**src/rtl/neuron_tdm_controller.sv**
```systemverilog
// Time-multiplexed LIF sequencer over the neuron state LUTRAM; also bulk-clears state.
// Latency: NUM_NEURONS+1 cycles per sweep; backpressure: a refused spike stalls the pipeline.
module neuron_tdm_controller #(
   parameter int NUM_NEURONS   = 128,
   parameter int VMEM_WIDTH    = 16,
   parameter int REF_CTR_WIDTH = 4,
   parameter int CUR_WIDTH     = 16,
   localparam int ADDR_W       = $clog2(NUM_NEURONS)
) (
   input  logic                     clk,
   input  logic                     rst,
   input  logic                     i_step_start,
   input  logic                     i_init_start,
   input  logic [VMEM_WIDTH-1:0]    i_cfg_vth,
   input  logic [VMEM_WIDTH-1:0]    i_cfg_vreset,
   input  logic [3:0]               i_cfg_leak_shift,
   input  logic [REF_CTR_WIDTH-1:0] i_cfg_ref_period,
   output logic [ADDR_W-1:0]        o_rd_addr,
   input  logic [VMEM_WIDTH-1:0]    i_vmem_rd,
   input  logic [REF_CTR_WIDTH-1:0] i_ref_rd,
   input  logic [CUR_WIDTH-1:0]     i_cur_rd,
   output logic                     o_wr_en,
   output logic [ADDR_W-1:0]        o_wr_addr,
   output logic [VMEM_WIDTH-1:0]    o_vmem_wr,
   output logic [REF_CTR_WIDTH-1:0] o_ref_wr,
   output logic                     o_spike_valid,
   output logic [ADDR_W-1:0]        o_spike_addr,
   input  logic                     i_spike_ready,
   output logic                     o_busy,
   output logic                     o_done
);

   localparam int SW = VMEM_WIDTH + 2;
   localparam logic [ADDR_W-1:0] LAST = ADDR_W'(NUM_NEURONS - 1);
   localparam logic signed [SW-1:0] VMAX = {3'b000, {(VMEM_WIDTH-1){1'b1}}};
   localparam logic signed [SW-1:0] VMIN = {3'b111, {(VMEM_WIDTH-1){1'b0}}};

   typedef enum logic [1:0] {IDLE, INIT, SWEEP, DRAIN} state_t;

   state_t                     state_q, state_d;
   logic [ADDR_W-1:0]          cnt_q, cnt_d;
   logic [ADDR_W-1:0]          s2_addr_q, s2_addr_d;
   logic                       s2_vld_q, s2_vld_d;
   logic                       cfg_load;

   logic signed [VMEM_WIDTH-1:0] vth_q, vreset_q;
   logic [3:0]                   shift_q;
   logic [REF_CTR_WIDTH-1:0]     refp_q;

   logic signed [SW-1:0]         v_ext, c_ext, leak, sum;
   logic signed [VMEM_WIDTH-1:0] sat, upd_vmem;
   logic [REF_CTR_WIDTH-1:0]     upd_ref;
   logic                         fire, s2_act, spike, stall;

   // LIF update on the S2 read data; sum is kept 2 bits wider so it cannot wrap
   always_comb begin
      v_ext = {{2{i_vmem_rd[VMEM_WIDTH-1]}}, i_vmem_rd};
      c_ext = {{(SW-CUR_WIDTH){i_cur_rd[CUR_WIDTH-1]}}, i_cur_rd};
      leak  = (shift_q == 4'd0) ? '0 : (v_ext >>> shift_q);
      sum   = v_ext - leak + c_ext;
      if (sum > VMAX)
         sat = {1'b0, {(VMEM_WIDTH-1){1'b1}}};
      else if (sum < VMIN)
         sat = {1'b1, {(VMEM_WIDTH-1){1'b0}}};
      else
         sat = sum[VMEM_WIDTH-1:0];

      fire     = 1'b0;
      upd_vmem = vreset_q;
      upd_ref  = '0;
      if (i_ref_rd != '0) begin
         upd_ref = i_ref_rd - REF_CTR_WIDTH'(1);
      end else if (sat >= vth_q) begin
         fire    = 1'b1;
         upd_ref = refp_q;
      end else begin
         upd_vmem = sat;
      end
   end

   assign s2_act        = s2_vld_q && (state_q == SWEEP || state_q == DRAIN);
   assign spike         = s2_act && fire;
   assign stall         = spike && !i_spike_ready;
   assign o_spike_valid = spike;
   assign o_spike_addr  = s2_addr_q;
   assign o_busy        = (state_q != IDLE);

   always_comb begin
      state_d   = state_q;
      cnt_d     = cnt_q;
      s2_vld_d  = s2_vld_q;
      s2_addr_d = s2_addr_q;
      cfg_load  = 1'b0;
      o_rd_addr = cnt_q;
      o_wr_en   = 1'b0;
      o_wr_addr = s2_addr_q;
      o_vmem_wr = upd_vmem;
      o_ref_wr  = upd_ref;
      o_done    = 1'b0;
      case (state_q)
         IDLE: begin
            if (i_init_start) begin
               state_d  = INIT;
               cnt_d    = '0;
               cfg_load = 1'b1;
            end else if (i_step_start) begin
               state_d  = SWEEP;
               cnt_d    = '0;
               s2_vld_d = 1'b0;
               cfg_load = 1'b1;
            end
         end
         INIT: begin
            o_wr_en   = 1'b1;
            o_wr_addr = cnt_q;
            o_vmem_wr = vreset_q;
            o_ref_wr  = '0;
            // DRAIN with no S2 pending just emits the done pulse
            if (cnt_q == LAST) begin
               state_d  = DRAIN;
               s2_vld_d = 1'b0;
            end else begin
               cnt_d = cnt_q + 1'b1;
            end
         end
         SWEEP: begin
            if (stall) begin
               o_rd_addr = s2_addr_q;
            end else begin
               o_wr_en   = s2_vld_q;
               s2_vld_d  = 1'b1;
               s2_addr_d = cnt_q;
               if (cnt_q == LAST)
                  state_d = DRAIN;
               else
                  cnt_d = cnt_q + 1'b1;
            end
         end
         DRAIN: begin
            if (stall) begin
               o_rd_addr = s2_addr_q;
            end else begin
               o_wr_en   = s2_vld_q;
               o_done    = 1'b1;
               state_d   = IDLE;
               cnt_d     = '0;
               s2_vld_d  = 1'b0;
               s2_addr_d = '0;
            end
         end
         default: state_d = IDLE;
      endcase
   end

   always_ff @(posedge clk) begin
      if (rst) begin
         state_q   <= IDLE;
         cnt_q     <= '0;
         s2_vld_q  <= 1'b0;
         s2_addr_q <= '0;
         vth_q     <= '0;
         vreset_q  <= '0;
         shift_q   <= '0;
         refp_q    <= '0;
      end else begin
         state_q   <= state_d;
         cnt_q     <= cnt_d;
         s2_vld_q  <= s2_vld_d;
         s2_addr_q <= s2_addr_d;
         if (cfg_load) begin
            vth_q    <= i_cfg_vth;
            vreset_q <= i_cfg_vreset;
            shift_q  <= i_cfg_leak_shift;
            refp_q   <= i_cfg_ref_period;
         end
      end
   end

endmodule

```
**config.mk**
```make
export PLATFORM = sky130hd
export DESIGN_NAME = neuron_tdm_controller
export DESIGN_NICKNAME = d
export VERILOG_FILES = /design/src/rtl/neuron_tdm_controller.sv
export SDC_FILE = /design/constraint.sdc
export NUM_CORES = 1
export LEC_CHECK = 0
export ABC_CLOCK_PERIOD_IN_PS = 12200
export CAP_MARGIN = 5
export CELL_PAD_IN_SITES_DETAIL_PLACEMENT = 1
export CELL_PAD_IN_SITES_GLOBAL_PLACEMENT = 1
export CORE_ASPECT_RATIO = 2
export CORE_MARGIN = 2
export CORE_UTILIZATION = 36
export DETAILED_ROUTE_END_ITERATION = 8
export PLACE_DENSITY_LB_ADDON = 0.1
export SLEW_MARGIN = 40
export SYNTH_ARGS = -nofsm -noshare
export SYNTH_HDL_FRONTEND = slang
export SYNTH_SLANG_ARGS = --single-unit
export TNS_END_PERCENT = 30
```
**constraint.sdc**
```tcl
create_clock -name clk -period 12.2 [get_ports clk]
set_input_delay 2.44 -clock clk [delete_from_list [all_inputs] [get_ports clk]]
set_output_delay 2.44 -clock clk [all_outputs]
set_load 0.1 [all_outputs]
```
# == Word-level counts from Yosys, hierarchy flattened ==
# Index checks and enable logic that the tools add are counted.
# word_totals
input_bits,81
wordCells,80
reg_bits,57
# op_classes
muxes,40
order_cmp,3
reduce_logical,14
shift,1
n_addsub,4
eq_ne,10
# op_table
cell,n
$mux W16,5
$mux W7,8
$pmux W7 S4,1
$add A18 B16 Y18,1
$gt A18 B16 Y1 const B,1
$lt A18 B16 Y1 const B,1
$mux W18,1
$sshr A18 B4 Y18,1
$sub A16 B18 Y18,1
$ge A16 B16 Y1,1
$pmux W7 S2,1
$mux W1,13
$mux W4,3
$mux W2,5
$ne A2 B2 Y1 const B,5
$pmux W2 S4,1
$add A7 B1 Y7 const B,1
$eq A7 B7 Y1 const B,1
$reduce_and A5 Y1,1
$eq A2 B2 Y1 const B,2
$logic_not A4 Y1,1
$pmux W1 S4,1
$reduce_bool A2 Y1,2
$reduce_bool A4 Y1,1
other kinds (11),13

# == Logic depth before layout (Yosys ltp) ==
# Gate-level depths: netlist of the first run.
# depth
ltp_word,14
ltp_mapped,31
ltp_nobuf,27

# == Worst setup path before layout of the first run ==
# OpenSTA, ideal clock, no wires.
# synth_path
kind,input to output
startpoint,input port i_vmem_rd[15]
endpoint,output port o_ref_wr[2]
path_buffers,1
arrival_ns,9.163
slack_ns,0.597
required_time_ns,9.760
stages,23
cell_sequence,mux4_2 -> mux2i_1 -> o22ai_1 -> ha_1 -> inv_1 -> ha_1 -> fa_1 -> a21oi_1 -> o221ai_2 -> a31oi_1 -> o41ai_2 -> xor2_1 -> o211ai_2 -> clkbuf_1 -> nand2_1 -> ha_1 -> nand4_1 -> clkinv_1 -> nand3_1 -> or4_1 -> nand2_1 -> a21oi_1 -> o31ai_1
# synth_between
elab_chain_cells,11
word_cells_on_any_way,12
classes_between,add/sub (2); order compare (3); shift (1); mux (6)
# synth_rtl
item,line_no,rtl
"start, declared",19,"input logic [VMEM_WIDTH-1:0] i_vmem_rd,"
$sshr A18 B4 Y18,59,leak = (shift_q == 4'd0) ? '0 : (v_ext >>> shift_q);
$mux W18,59,
$sub A16 B18 Y18 *,60,sum = v_ext - leak + c_ext;
$add A18 B16 Y18 *,60,
$lt A18 B16 Y1,63,else if (sum < VMIN)
$mux W16,63,
$mux W16 *,61,if (sum > VMAX)
$ge A16 B16 Y1 *,73,end else if (sat >= vth_q) begin
$mux W4 *,73,
$mux W4 *,71,if (i_ref_rd != '0) begin
$mux W4 *,100,case (state_q)
"end, declared",25,"output logic [REF_CTR_WIDTH-1:0] o_ref_wr,"
# Mark *: on every way between the ends. The rest lies on a longest branch, timed or not.

# == Worst setup path in the final report of the first run ==
# layout_path
startpoint,input port i_vmem_rd[14]
endpoint,output port o_vmem_wr[2]
# layout_between
elab_chain_cells,11
word_cells_on_any_way,12
classes_between,add/sub (2); order compare (3); shift (1); mux (6)
# layout_rtl
item,line_no,rtl
$sshr A18 B4 Y18,59,
$mux W18,59,
$sub A16 B18 Y18 *,60,
$add A18 B16 Y18 *,60,
$lt A18 B16 Y1,63,
$mux W16,63,
$mux W16 *,61,
$ge A16 B16 Y1,73,
$mux W16 *,73,
$mux W16 *,71,
$mux W16 *,100,
"end, declared",24,"output logic [VMEM_WIDTH-1:0] o_vmem_wr,"
# Marked as above.

==> results of run 1 <==
[power by group]
| part | switching, mW | internal (mW) |
|---|---|---|
| combinational | 1.02 | 0.566 |
| sequential | 0.0305 | 0.223 |
| clock | 0.0894 | 0.205 |
[per-layer routing]
| metal | global-route usage | vias up | routed length (um) | share of wire |
|---|---|---|---|---|
| li1 | - | 2697 | - | - |
| met1 | 0.212 | 2711 | 6410 | 0.32 |
| met2 | 0.540 | 146 | 11900 | 0.59 |
| met3 | 0.0300 | 62 | 499 | 0.025 |
| met4 | 0.157 | 0 | 1220 | 0.061 |
| met5 | 0 | - | 0 | 0 |
[critical path, delay by kind of cell]
| family | cells | cell delay (ns) |
|---|---|---|
| AO/OA/AOI/OAI | 11 | 2.27 |
| XOR/XNOR | 1 | 0.19 |
| adder cells (fa/ha/maj) | 3 | 1.28 |
| buffers and inverters | 6 | 1.39 |
| multiplexers | 3 | 0.94 |
| AND/OR/NAND/NOR | 5 | 0.91 |
[worst min-delay path by stage]
| stage | from | end | slack, ns | cells after the start |
|---|---|---|---|---|
| after floorplan | vreset_q[12] | vreset_q[12] | 0.43 | 2 |
| after global placement | vreset_q[11] | vreset_q[11] | 0.45 | 2 |
| after detailed placement | refp_q[2] | refp_q[2] | 0.45 | 2 |
| after CTS | refp_q[2] | refp_q[2] | 0.46 | 2 |
| after global routing | vreset_q[7] | vreset_q[7] | 0.48 | 2 |
| final | vth_q[5] | vth_q[5] | 0.45 | 2 |
[logic make-up (layout without fill, tap and decap cells)]
family	after synthesis	count (layout)
muxes	37	37
and+or+nand+nor	250	250
buffers and inverters	132	256
other	0	1
AOI/OAI and AO/OA	184	184
DFF	57	57
xor gates and xnor gates	15	15
adders and majority gates	57	57
[through the flow]
| stage | area [sq um] | std cells | util | setup TNS [ns] |
|---|---|---|---|---|
| floorplan | 5300 | 732 | - | 0 |
| global placement | 6850 | 1029 | 0.477 | 0 |
| detailed placement | 6780 | 1029 | 0.473 | 0 |
| CTS | 7130 | 1045 | 0.497 | 0 |
| global route | 7200 | 1049 | 0.502 | -0.0115 |
| finish | 7200 | 1049 | 0.502 | 0 |
[state kept, by name (all words and copies together), names as in the netlist]
name	flops
state_q	2
cnt_q	7
refp_q	4
s2_vld_q	1
shift_q	4
vth_q	16
o_spike_addr	7
vreset_q	16
[placed cells by master, fill, tap and decap left out, types with 3 or more instances in the layout]
master           Yosys  routed
xnor2_1             12      12
mux2_2              14      14
bufinv_16            0       3
fa_1                17      17
a22oi_1              4       3
a211oi_1             3       3
and2_1               7       7
a21oi_2             10      11
buf_12               0      14
nor3_1               6       6
clkbuf_16            0       9
mux2i_1             19      18
ha_1                40      40
o22ai_1              5       5
nor4_1               4       4
mux4_2               4       4
a31oi_1              8       7
o31ai_1              3       3
a21oi_1             85      84
a21o_1               9       9
nand3_1             13      13
buf_4                1      31
or2_2                3       3
o21ai_1              6       7
clkdlybuf4s50_1      0      79
o211ai_1             6       6
inv_1               97      97
nor2_1              44      43
nand4_1              3       3
dfxtp_1             57      57
buf_2                3      15
o21ai_0             21      19
nand2_1            153     153
a22o_1               8       7
[cell type report]
| class | count | area (sq um) | share of cell area |
|---|---|---|---|
| repair buffers | 139 | 1380 | 0.191 |
| clock inverters | 5 | 103 | 0.0142 |
| flip-flops and latches | 57 | 1140 | 0.158 |
| diodes | 1 | 2.50 | 0.000347 |
| multi-input cells | 543 | 3710 | 0.515 |
| clock buffers | 11 | 243 | 0.0337 |
| inverters | 101 | 383 | 0.0532 |
| well taps | 192 | 240 | 0.0334 |
[what timing repair did]
item,4_1_cts,5_1_grt
buffers inserted,0,3
hold buffers,0,0
endpoints found under the hold margin,0,0
gates resized for setup,0,10
endpoints found under the setup margin,0,21
==> insert_results.sql, run 1 <==
INSERT INTO impl_metrics (metric_group, metric, value, unit) VALUES
('run_status', 'run_status', 'finished clean', ''),
('worst_setup_path', 'timing.rr.start', 'shift_q[0]', ''),
('logic_synthesis', 'synth_edf_count', '0', ''),
('logic_synthesis', 'post_synth_fa_ha_maj_area_fraction', '0.159', ''),
('logic_synthesis', 'yosys_warnings', '0', ''),
('placement', 'place.detailed.hpwl', '16500', 'um'),
('logic_synthesis', 'synth.most_common_cell', 'nand2_1', ''),
('logic_synthesis', 'synth_area_leaders', 'dfxtp_1, nand2_1, ha_1', ''),
('detailed_routing', 'wl_cell', '19.1', 'um'),
('clocking', 'cts-root-buf', 'clkbuf_16', ''),
('detailed_routing', 'postRouteWirelength', '20000', 'um'),
('worst_setup_path', 'r2r_slack', '4.77', 'ns'),
('worst_setup_path', 'worst_ep_required_time', '9.76', 'ns'),
('floorplan', 'initial_core_utilization', '0.370', ''),
('logic_synthesis', 'synth_top_family_by_area', 'compound AO/OA/AOI/OAI gates', ''),
('global_route', 'antenna_found_initial', '1', ''),
('clocking', 'worst_skew_pair.late_latency', '0.34', 'ns'),
('clocking', 'h-tree-depth', '3', ''),
('global_route', 'first_global_vias', '6207', ''),
('timing', 'max_slew.worst_pin.slew', '0.837', 'ns'),
('timing', 'setup_viol', '0', ''),
('detailed_routing', 'via_count', '5616', ''),
('worst_setup_path', 'critPathArrivalTime', '9.44', 'ns'),
('final_layout', 'fillerInstances', '1800', ''),
('clocking', 'cts.reportedPaths.clkPinSlew', '0.05', 'ns'),
('global_route', 'maximum_number_of_pins_on_one_net_before_global_route_repair', '54', ''),
('logic_synthesis', 'yosysUniqueCellTypes', '65', ''),
('timing', 'final-max-slew-violation-count', '0', ''),
('worst_setup_path', 'cpMaxStageDelayCell', 'fa_1', ''),
('floorplan', 'chip_width', '89.8', 'um'),
('power', 'total_power', '2.13', 'mW'),
('floorplan', 'row_count', '62', ''),
('power', 'pleak', '3.17', 'nW'),
('clocking', 'tritoncts', 'done', ''),
('placement', 'io_buffers', '125', ''),
('clocking', 'cts_num_sinks', '57', ''),
('worst_setup_path', 'cp_common_cell', 'a21oi_1', ''),
('global_route', 'grt_overflow_total', '0', ''),
('logic_synthesis', 'syn-cell-area', '0.00530', 'sq mm'),
('flow_run', 'maxCapViolCount', '0', ''),
('final_layout', 'layout-drive-gt1-share', '0.148', ''),
('logic_synthesis', 'mapped_nets', '870', ''),
('timing', 'timing.max_slew.rel_slack', '0.442', ''),
('worst_setup_path', 'timing.setup.critical_path_class', 'primary input to output pin', ''),
('worst_setup_path', 'worst-path-max-fanout', '17', ''),
('worst_setup_path', 'setup.worst_path.end', 'o_vmem_wr[2]', ''),
('logic_synthesis', 'synth_top_area_share', '0.215', ''),
('min_path', 'hold_class', 'register to register', ''),
('detailed_routing', 'drt-initial-drc-count', '153', ''),
('worst_setup_path', 'ff2ff_path_depth', '26', ''),
('logic_synthesis', 'synth.largest_area_cell', 'dfxtp_1', ''),
('floorplan', 'die_h', '176', 'um'),
('detailed_routing', 'drt_pre_antenna_iters', '4', ''),
('timing', 'post-route-worst-setup-slack', '0.318', 'ns'),
('logic_synthesis', 'synth_sequential_area_ratio', '0.215', ''),
('power', 'ir_worst_vdd', '198', 'uV'),
('worst_setup_path', 'setup.worst_path.end_class', 'output pin', ''),
('clocking', 'clockBufferDepth', '2', ''),
('timing', 'report.final.hold_viol_count', '0', ''),
('global_route', 'grt_pass1_wl', '31600', 'um'),
('placement', 'dp_worst_setup_slack', '0.0477', 'ns'),
('logic_synthesis', 'syn_area_per_cell', '7.25', 'sq um'),
('worst_setup_path', 'rr_endpoint', 'state_q[1]', ''),
('floorplan', 'pin_count', '126', ''),
('detailed_routing', 'drt-vias-per-instance', '5.35', ''),
('detailed_routing', 'ant_nets', '0', ''),
('logic_synthesis', 'async_set_reset_flop_share_out_of_synthesis', '0', ''),
('timing', 'final.hold.worst_slack', '0.454', 'ns'),
('logic_synthesis', 'seq_cells_post_synth', '57', ''),
('detailed_routing', 'drc', '0', ''),
('floorplan', 'overall_die_area', '0.0158', 'sq mm');
No activity file was read; power rests on OpenSTA's default activity.
==> run 2, diff against run 1 <==
ABC_CLOCK_PERIOD_IN_PS = 13190   (was 12200)
GPL_ROUTABILITY_DRIVEN = 0   (was unset)
clock period = 13.19 ns   (was 12.2 ns; I/O delays follow)
==> run 2 against run 1 <==
Clock-buffer cell count did not move. Setup slack gained 0.23 ns. Power fell by 13%. Worst hold slack got worse by 0.00064 ns. Die area unchanged. Global-route usage fell by 1.1 points. Register-to-register slack better by 0.79 ns. Final cell count down 0.76%. Wire length decreased by 5.8%. Core utilization fell by 2.0 points. Final area fell by 4.1%. Largest power group unchanged.
==> insert_results.sql, run 2 (synthesis results as in run 1) <==
INSERT INTO impl_metrics (metric_group, metric, value, unit) VALUES
('run_status', 'run_status', 'finished clean', ''),
('placement', 'io_buffers', '125', ''),
('detailed_routing', 'drc', '0', ''),
('global_route', 'grt_overflow_total', '0', ''),
('timing', 'min_period_over_period', '0.958', ''),
('clocking', 'h-tree-depth', '3', ''),
('global_route', 'first_global_vias', '6239', ''),
('final_layout', 'mostFrequentLayoutCell', 'nand2_1', ''),
('timing', 'max_slew.worst_pin.slew', '0.865', 'ns'),
('clocking', 'worst_skew_pair.late_latency', '0.33', 'ns'),
('worst_setup_path', 'critPathArrivalTime', '10.00', 'ns'),
('floorplan', 'die_h', '176', 'um'),
('final_layout', 'antenna_cells_inserted', '0', ''),
('floorplan', 'pin_count', '126', ''),
('timing', 'setup_viol', '0', ''),
('final_layout', 'biggestRegsByFlops', 'vreset_q: 16 flops, vth_q: 16 flops', ''),
('worst_setup_path', 'crit_buf_inv', '5', ''),
('clocking', 'cts.reportedPaths.clkPinSlew', '0.05', 'ns'),
('timing', 'achievable-frequency', '0.0791', 'GHz'),
('power', 'seq_power_share', '0.126', ''),
('timing', 'timing.final.crit_period', '12.64', 'ns'),
('power', 'powerDensity', '268', 'mW/mm^2'),
('final_layout', 'layout.nets', '982', ''),
('worst_setup_path', 'cpMaxStageDelayCell', 'clkdlybuf4s50_1', ''),
('worst_setup_path', 'worst_ep_required_time', '10.55', 'ns'),
('worst_setup_path', 'timing.rr.start', 'shift_q[0]', ''),
('worst_setup_path', 'timing.critical_path.max_delay_family', 'compound AO/OA/AOI/OAI gates', ''),
('clocking', 'clockBufferDepth', '2', ''),
('clocking', 'cts-root-buf', 'clkbuf_16', ''),
('detailed_routing', 'ant_nets', '0', ''),
('power', 'combPwrFrac', '0.735', ''),
('floorplan', 'initial_core_utilization', '0.370', ''),
('global_route', 'grt.total_usage', '0.243', ''),
('detailed_routing', 'drt_pre_antenna_iters', '4', ''),
('timing', 'final-max-slew-violation-count', '0', ''),
('detailed_routing', 'wl_cell', '18.1', 'um'),
('min_path', 'hold-path-cell-count', '2', ''),
('power', 'pleak', '3.08', 'nW'),
('global_route', 'antenna_found_initial', '0', ''),
('timing', 'final.hold.worst_slack', '0.453', 'ns'),
('floorplan', 'core_area', '0.0144', 'sq mm'),
('worst_setup_path', 'rr_endpoint', 'o_spike_addr[2]', ''),
('clocking', 'post_cts.resized_instances', '0', ''),
('min_path', 'worstHoldEndpoint', 'vth_q[5]', ''),
('detailed_routing', 'drt-initial-drc-count', '156', ''),
('clocking', 'post_cts_setup_inserts', '0', ''),
('min_path', 'hold_class', 'register to register', ''),
('power', 'swShare', '0.544', ''),
('global_route', 'grt_pass1_wl', '30600', 'um'),
('worst_setup_path', 'worst-path-max-fanout', '16', ''),
('timing', 'report.final.hold_viol_count', '0', ''),
('timing', 'unrepaired_setup_endpoints_after_global_routing', 'no', ''),
('worst_setup_path', 'r2r_slack', '5.56', 'ns'),
('detailed_routing', 'via_count', '5534', ''),
('detailed_routing', 'drt-vias-per-instance', '5.32', ''),
('worst_setup_path', 'worst_path_largest_cell_delay', '0.55', 'ns'),
('power', 'cellInternalPower', '845', 'uW'),
('floorplan', 'overall_die_area', '0.0158', 'sq mm'),
('clocking', 'cts-buffers-inserted', '9', ''),
('clocking', 'tritoncts', 'done', ''),
('power', 'ir_worst_vdd', '112', 'uV'),
('detailed_routing', 'postRouteWirelength', '18900', 'um'),
('final_layout', 'area_growth', '30.3', '%'),
('worst_setup_path', 'ff2ff_path_depth', '23', ''),
('min_path', 'startpoint_of_the_worst_hold_path', 'vth_q[5]', ''),
('final_layout', 'layout-drive-gt1-share', '0.133', ''),
('floorplan', 'chip_width', '89.8', 'um'),
('timing', 'fin_tns_setup', '0', 'ns'),
('worst_setup_path', 'timing.setup.critical_path_class', 'primary input to output pin', ''),
('timing', 'timing.max_slew.rel_slack', '0.423', ''),
('clocking', 'cts_num_sinks', '57', ''),
('floorplan', 'row_count', '62', ''),
('placement', 'place.detailed.hpwl', '15600', 'um'),
('power', 'p_clk_frac', '0.139', ''),
('timing', 'fin_worst_skew', '0.00861', 'ns'),
('final_layout', 'layout_common_cells', 'nand2_1, inv_1, a21oi_1', ''),
('flow_run', 'maxCapViolCount', '0', ''),
('clocking', 'hold_bufs_at_cts', '0', ''),
('global_route', 'maximum_number_of_pins_on_one_net_before_global_route_repair', '54', ''),
('worst_setup_path', 'setup.worst_path.end_class', 'output pin', ''),
('worst_setup_path', 'element_type_at_the_critical_path_start', 'primary input', ''),
('worst_setup_path', 'cp_common_cell', 'a21oi_1', ''),
('power', 'power_switching', '1.01', 'mW');
[run 2: cell count changes in the layout (fill, tap and decap cells not counted), moves of 2 or more]
cell / delta
buf_12: -14
buf_4: +7
o21ai_0: +2
o21ai_1: -2
[run 2: worst min-delay path, stage by stage (launching register included)]
cell,delay [ns]
dfxtp_1,0.30
nand2_1,0.05
a21oi_1,0.05
[run 2: per-stage QoR]
| stage | util | instances | power [mW] | setup WS [ns] | area, sq um |
|---|---|---|---|---|---|
| 2_1_floorplan | - | 732 | 1.25 | 1.19 | 5300 |
| 3_3_place_gp | 0.463 | 1025 | 1.56 | 0.717 | 6640 |
| 3_5_place_dp | 0.458 | 1025 | 1.60 | 0.567 | 6580 |
| 4_1_cts | 0.481 | 1041 | 1.87 | 0.535 | 6910 |
| 5_1_grt | 0.481 | 1041 | 2.02 | 0.102 | 6910 |
| 6_report | 0.481 | 1041 | 1.85 | 0.552 | 6910 |
[run 2: worst max path at each step]
stage,cells past startpoint,start,slack [ns],end
floorplan,23,i_vmem_rd[15],1.19,o_ref_wr[2]
global placement,26,i_vmem_rd[15],0.72,o_vmem_wr[2]
detailed placement,26,i_vmem_rd[15],0.57,o_vmem_wr[2]
CTS,26,i_vmem_rd[15],0.53,o_vmem_wr[2]
global route,26,i_vmem_rd[15],0.10,o_vmem_wr[2]
finish,26,i_vmem_rd[15],0.55,o_vmem_wr[2]
[run 2: cell type report]
type | instances | area (sq um)
inverters | 101 | 379
clock inverters | 5 | 77.6
multi-input cells | 543 | 3670
flip-flops and latches | 57 | 1140
fillers | 1818 | 7440
repair buffers | 132 | 1150
well taps | 192 | 240
clock buffers | 11 | 253
[run 2: per-layer routing]
| metal | track usage | share of wire | vias to the layer above |
|---|---|---|---|
| li1 | - | - | 2681 |
| met1 | 0.207 | 0.33 | 2656 |
| met2 | 0.515 | 0.59 | 141 |
| met3 | 0.0369 | 0.030 | 56 |
| met4 | 0.133 | 0.051 | 0 |
| met5 | 0 | 0 | - |
[run 2: power by group through the flow]
stage | sequential, mW | clock (mW) | combinational, mW
after floorplan | 0.226 | 0 | 1.03
after global placement | 0.236 | 0 | 1.33
after detailed placement | 0.237 | 0 | 1.36
after global routing | 0.238 | 0.269 | 1.52
final | 0.234 | 0.257 | 1.36
after CTS | 0.234 | 0.264 | 1.38
